**config.mk**
```make
export PLATFORM = sky130hd
export DESIGN_NAME = muldiv_seq
export DESIGN_NICKNAME = d
export VERILOG_FILES = /design/src/rtl/muldiv_seq.sv
export SDC_FILE = /design/constraint.sdc
export NUM_CORES = 1
export LEC_CHECK = 0
export ABC_AREA = 1
export CAP_MARGIN = 20
export CORE_MARGIN = 8
export CORE_UTILIZATION = 29
export DETAILED_ROUTE_END_ITERATION = 10
export SLEW_MARGIN = 15
export SYNTH_ARGS = -nofsm -noshare
export SYNTH_HDL_FRONTEND = slang
export SYNTH_SLANG_ARGS = --single-unit
```
**constraint.sdc**
```tcl
create_clock -name clk -period 3.3 [get_ports clk]
set_input_delay 0.66 -clock clk [delete_from_list [all_inputs] [get_ports clk]]
set_output_delay 0.66 -clock clk [all_outputs]
set_load 0.01 [all_outputs]
```
**src/rtl/muldiv_seq.sv**
```systemverilog
// rtl/muldiv_seq.sv - iterative unsigned multiply/divide/modulo engine
//
// Computes one result bit per clock. The control unit holds req_valid high
// while a MUL/DIV/MOD instruction is decoded, and stalls on ready.
//
// Ports:
//   clk, rst          clock, synchronous active-high reset
//   req_valid         multicycle instruction present
//   op                00 mul, 01 div, 10 mod, 11 mul
//   src_a, src_b      multiplicand/dividend, multiplier/divisor
//   ready             instruction may complete this cycle
//   res_lo            mul: product low; div: quotient; mod: remainder
//   res_hi            mul: product high; div/mod: remainder
//   flags             {ZF, NF, CF, OF}
//   busy              engine iterating

module muldiv_seq #(
   parameter int WIDTH = 16,
   parameter int CNT_W = 5
) (
   input  logic             clk,
   input  logic             rst,
   input  logic             req_valid,
   input  logic [1:0]       op,
   input  logic [WIDTH-1:0] src_a,
   input  logic [WIDTH-1:0] src_b,
   output logic             ready,
   output logic [WIDTH-1:0] res_lo,
   output logic [WIDTH-1:0] res_hi,
   output logic [3:0]       flags,
   output logic             busy
);

   typedef enum logic [1:0] {S_IDLE, S_BUSY, S_DONE} state_t;

   localparam logic [CNT_W-1:0] LAST_ITER = CNT_W'(WIDTH - 1);

   state_t             state;
   logic [CNT_W-1:0]   count;
   logic               div_q;
   logic               mod_q;
   logic [WIDTH-1:0]   a_q;
   logic [WIDTH-1:0]   b_q;

   // Shared working register: {hi, lo} for mul, {rem, quot} for div/mod.
   // The mul carry bit is shifted straight into hi[MSB] in the same cycle,
   // so it never needs its own storage bit.
   logic [2*WIDTH-1:0] acc;
   logic [2*WIDTH-1:0] acc_nxt;
   logic [WIDTH:0]     mul_sum;
   logic [WIDTH:0]     div_shift;
   logic [WIDTH:0]     div_trial;

   logic [WIDTH-1:0]   fin_lo;
   logic [WIDTH-1:0]   fin_hi;
   logic [3:0]         fin_flags;

   logic               in_divlike;
   logic               dz;
   logic [WIDTH-1:0]   dz_lo;

   assign ready = ~req_valid | (state == S_DONE);
   assign busy  = (state == S_BUSY);

   // One iteration of either algorithm, from the latched operands.
   always_comb begin
      mul_sum   = {1'b0, acc[2*WIDTH-1:WIDTH]} + {1'b0, a_q};
      div_shift = {acc[2*WIDTH-1:WIDTH], acc[WIDTH-1]};
      div_trial = div_shift - {1'b0, b_q};
      acc_nxt   = acc;
      if (div_q | mod_q) begin
         // A borrow out of the W+1-bit subtract means the trial failed.
         if (!div_trial[WIDTH])
            acc_nxt = {div_trial[WIDTH-1:0], acc[WIDTH-2:0], 1'b1};
         else
            acc_nxt = {div_shift[WIDTH-1:0], acc[WIDTH-2:0], 1'b0};
      end else begin
         if (acc[0])
            acc_nxt = {mul_sum, acc[WIDTH-1:1]};
         else
            acc_nxt = {1'b0, acc[2*WIDTH-1:1]};
      end
   end

   // Results and flags as they will look after the final iteration.
   always_comb begin
      fin_lo    = acc_nxt[WIDTH-1:0];
      fin_hi    = acc_nxt[2*WIDTH-1:WIDTH];
      fin_flags = '0;
      if (mod_q)
         fin_lo = acc_nxt[2*WIDTH-1:WIDTH];
      if (div_q | mod_q) begin
         fin_flags = {(fin_lo == '0), fin_lo[WIDTH-1], 1'b0, 1'b0};
      end else begin
         fin_flags = {(acc_nxt == '0), fin_lo[WIDTH-1],
                      (fin_hi != '0), (fin_hi != '0)};
      end
   end

   // Divide-by-zero is resolved from the live inputs in the accept cycle.
   always_comb begin
      in_divlike = (op == 2'b01) || (op == 2'b10);
      dz         = in_divlike && (src_b == '0);
      dz_lo      = (op == 2'b01) ? {WIDTH{1'b1}} : src_a;
   end

   always_ff @(posedge clk) begin
      if (rst) begin
         state  <= S_IDLE;
         count  <= '0;
         acc    <= '0;
         a_q    <= '0;
         b_q    <= '0;
         div_q  <= 1'b0;
         mod_q  <= 1'b0;
         res_lo <= '0;
         res_hi <= '0;
         flags  <= '0;
      end else begin
         case (state)
            S_IDLE: begin
               if (req_valid) begin
                  a_q   <= src_a;
                  b_q   <= src_b;
                  div_q <= (op == 2'b01);
                  mod_q <= (op == 2'b10);
                  count <= '0;
                  if (dz) begin
                     res_lo <= dz_lo;
                     res_hi <= src_a;
                     flags  <= {(dz_lo == '0), dz_lo[WIDTH-1], 1'b0, 1'b1};
                     state  <= S_DONE;
                  end else begin
                     // Mul preloads lo with the multiplier; div preloads
                     // quot with the dividend so it shifts into rem.
                     acc   <= {{WIDTH{1'b0}}, in_divlike ? src_a : src_b};
                     state <= S_BUSY;
                  end
               end
            end
            S_BUSY: begin
               if (!req_valid) begin
                  state <= S_IDLE;
               end else begin
                  acc   <= acc_nxt;
                  count <= count + CNT_W'(1);
                  if (count == LAST_ITER) begin
                     res_lo <= fin_lo;
                     res_hi <= fin_hi;
                     flags  <= fin_flags;
                     state  <= S_DONE;
                  end
               end
            end
            S_DONE: begin
               state <= S_IDLE;
            end
            default: begin
               state <= S_IDLE;
            end
         endcase
      end
   end

endmodule
```
==> summary.md <==
| Metric | Value |
|---|---|
| Status | `finished clean` |
| Setup crit end kind | `flip-flop` |
| Area grow syn2layout | `20.0%` |
| Top Ports | `75` |
| Post-synth cell types | `48` |
| Crit-path max FO | `14` |
| R2r setup slk | `roughly 0.27 ns` |
| Total setup buffers inserted after CTS | `0` |
| GRT met2 Usage | `between 20 and 30%` |
| Final #Nets | `between 1,000 and 1,500` |
| Die Y | `~180 um` |
| Met3 global-route usage | `about 3.2%` |
| GRT Residual Overflow | `0` |
| Fillers | `between 2,000 and 3,000` |
| VDD IR-drop max | `about 260 uV` |
| Detailed Route WL | `around 29 mm` |
| I/O Buffers | `between 70 and 80` |
| PwrDens | `461 mW/mm2` |
| Clock power share | `between 20 and 30%` |
| Final Cycle Share | `~92%` |
| Pin count of the biggest net entering global routing | `between 50 and 60` |
| Worst clock skew | `around 0.0099 ns` |
| R2R cell count | `23` |
| DRC viols | `0` |
| Dpl ws | `0.0723 ns` |
| Psw | `1.58 mW` |
| EDFF count, synth | `0` |
| Resized cells post-CTS | `0` |
| Hold Startpoint | `res_lo[1]$_SDFFE_PP0P_` |
| Vias per inst | `between 5 and 6` |
| Antenna-violating nets left | `0` |
| Number of DRC markers in iteration 0 | `900` |
| Switch share | `roughly 39%` |
| Cells after DPL | `about 1,500` |
| CTS clock-pin slew for the worst setup and hold paths | `about 0.08 ns` |
| Leak Pwr | `between 3 and 4 nW` |
| Routability cong. | `roughly 0.95` |
| First-pass GRT wire length | `44.3 mm` |
| Worst Tran Pin Value | `0.688 ns` |
| Post-Syn Nets | `between 1,000 and 1,500` |
| Initial antenna violation count | `0` |
| Setup-failing EPs final | `0` |
| Ant diodes | `0` |
| Crit path kind | `reg2reg` |
| Final std cells w/o fill | `1,549` |
| CTS tree | `yes` |
| Setup TNS | `0 ns` |
| Vias in the first global route | `between 7,000 and 8,000` |
| Hold Crit Class | `reg2reg` |
| Count leader, synth | `nand2_1` |
| WL/cell | `approximately 19 um` |
| Die X-Extent | `roughly 180 um` |
| Max cap viols | `0` |
| Worst EP required | `around 3.6 ns` |
| Seq pwr share | `roughly 36%` |
| Via count | `slightly above 8,000` |
| Global routing's busiest layer | `met2` |
| Worst-Skew Late Latency | `0.36 ns` |
| Largest area contributor in the netlist | `dfxtp_1` |
| Top cells by area, synth | `dfxtp_1, nand2_1, a21oi_1` |
| Mapped Area | `about 0.0074 mm2` |
| Fin worst setup slack | `0.266 ns` |
| FMAX | `around 330 MHz` |
| Sequential-to-total area share from yosys stat | `29.2%` |
| Crit path launch type | `flip-flop` |
| Internal power | `2.52 mW` |
| Die area | `roughly 0.03 mm2` |
| H-tree depth | `3` |
| GRT Overall Usage | `about 18%` |
| CORE AREA | `around 0.025 mm2` |
| Max transition margin | `a little over half` |
| Post-route minimum period | `slightly above 3 ns` |
| Starting density of the core | `29.5%` |
| CTS buffer count | `9` |
| Hold Path Sink | `res_lo[1]$_SDFFE_PP0P_` |
| Final HPWL DP | `between 20 and 25 mm` |
| Count of state elements after synthesis | `~110` |
| Share of layout cells above drive strength 1 | `under 10%` |
| Cell count after synthesis | `roughly 1,200` |
| RSZ-0062 raised after global routing | `false` |
| Final core utilization | `roughly 35%` |
| Crit path arrival time | `roughly 3.3 ns` |
| Synth top area share | `around 30%` |
| Max Slew Vio Count | `0` |
| Hold Buf Count CTS | `0` |
| Max clock buf depth | `2` |
| WHS Path Cells | `2` |
| Grt met1 use | `a little under a quarter` |
| R2r startpoint | `acc[15]$_SDFFE_PP0P_` |
| RR Endpoint | `flags[3]$_SDFFE_PP0P_` |
| Comb power frac | `between 30% and 40%` |
| Ys Warns | `0` |
| Final Hold Vio Count | `0` |
| TritonRoute pass-1 iters | `6` |
| Syn avg cell area | `~6.4 um2` |
| Async set-reset flop share out of synthesis | `0%` |
| Synth Flop Type | `dfxtp_1` |
| Synth top cells by count | `nand2_1, a21oi_1, o21ai_0, inv_1, dfxtp_1` |
| Row count | `58` |
| Clock root cell | `clkbuf_16` |
| Sink Count | `108` |
-- how the worst max path moves through the flow --
stage,from,endpoint,cells past startpoint
after floorplan,acc[15]$_SDFFE_PP0P_,flags[3]$_SDFFE_PP0P_,23
after detailed placement,op[0],acc[22]$_SDFFE_PP0P_,13
after global placement,op[0],res_lo[14]$_SDFFE_PP0P_,13
final,acc[15]$_SDFFE_PP0P_,flags[3]$_SDFFE_PP0P_,23
after global routing,acc[15]$_SDFFE_PP0P_,flags[3]$_SDFFE_PP0P_,23
after CTS,acc[15]$_SDFFE_PP0P_,flags[3]$_SDFFE_PP0P_,23
-- cell families (layout without fill, tap and decap cells) --
family / after synthesis / after routing / share of synthesized area (%)
and+or+nand+nor: 470 / 470 / 27.9
AOI/OAI and AO/OA: 337 / 337 / 24.3
buffers and inverters: 191 / 252 / 10.3
DFF: 108 / 108 / 29.2
adders and majority gates: 38 / 38 / 6.63
xor gates and xnor gates: 13 / 13 / 1.54
muxes: 1 / 1 / 0.135
-- power groups by stage --
stage               clock, mW  sequential, mW  combinational [mW]
global placement            0            1.49                1.45
global route             1.21            1.47                1.63
detailed placement          0            1.49                1.44
finish                   1.16            1.46                1.48
floorplan                   0            1.48               0.979
CTS                      1.17            1.46                1.45
-- registers in the layout, summed over array words and instances (netlist names), 2 cells and up --
name	count
a_q	16
acc	32
b_q	16
count	5
flags	4
res_hi	16
res_lo	15
state	2
-- layer usage --
| metal | up-vias | routed length [um] | part of all wire (%) |
|---|---|---|---|
| li1 | 3964 | - | - |
| met5 | - | 0 | 0 |
| met2 | 388 | 13200 | 46 |
| met3 | 53 | 2230 | 7.7 |
| met1 | 3723 | 12400 | 43 |
| met4 | 0 | 1020 | 3.5 |
-- placed cells by master (no fill, tap or decap), drive strengths merged, types with 6 or more instances in the layout --
cell type,n
nand2,267
a21oi,160
o21ai,139
inv,132
dfxtp,108
nor2,86
nand3,81
clkdlybuf4s50,74
ha,36
buf,31
nand4,11
a31oi,11
o211ai,10
clkbuf,10
or2,9
xor2,8
nor3,6
-- metrics by stage --
stage | total power, mW | instance area [um2] | hold slack, ns
after floorplan | 2.46 | 7400 | 0.435
after global placement | 2.94 | 8570 | 0.455
after detailed placement | 2.93 | 8570 | 0.456
after CTS | 4.08 | 8870 | 0.467
after global routing | 4.31 | 8870 | 0.488
final | 4.10 | 8870 | 0.466
-- final cells by class --
class / instances / area [um2] / area share, %
Clock buffer: 10 / 239 / 2.69
Clock inverter: 5 / 67.6 / 0.761
Inverter: 132 / 495 / 5.58
Multi-Input combinational cell: 859 / 4490 / 50.6
Sequential cell: 108 / 2160 / 24.4
Tap cell: 330 / 413 / 4.65
Timing Repair Buffer: 105 / 1010 / 11.4
-- worst max-delay path, cell delays in order, from the launching register on --
cell	delay (ns)
dfxtp_1	0.33
inv_1	0.09
ha_1	0.15
inv_1	0.07
fa_1	0.40
nand2_1	0.10
nand2_1	0.07
nand3_1	0.13
nand2_2	0.09
nand2_4	0.10
nand3_2	0.12
nand2_4	0.20
nand2_1	0.07
nand3_1	0.10
nand3_1	0.11
nand2_1	0.16
nand2_1	0.07
nor2_1	0.16
nand2_1	0.07
nor2_1	0.08
nand2_1	0.06
nand2_1	0.06
nand2_1	0.06
a21oi_2	0.11
No activity file was read; power rests on OpenSTA's default activity.
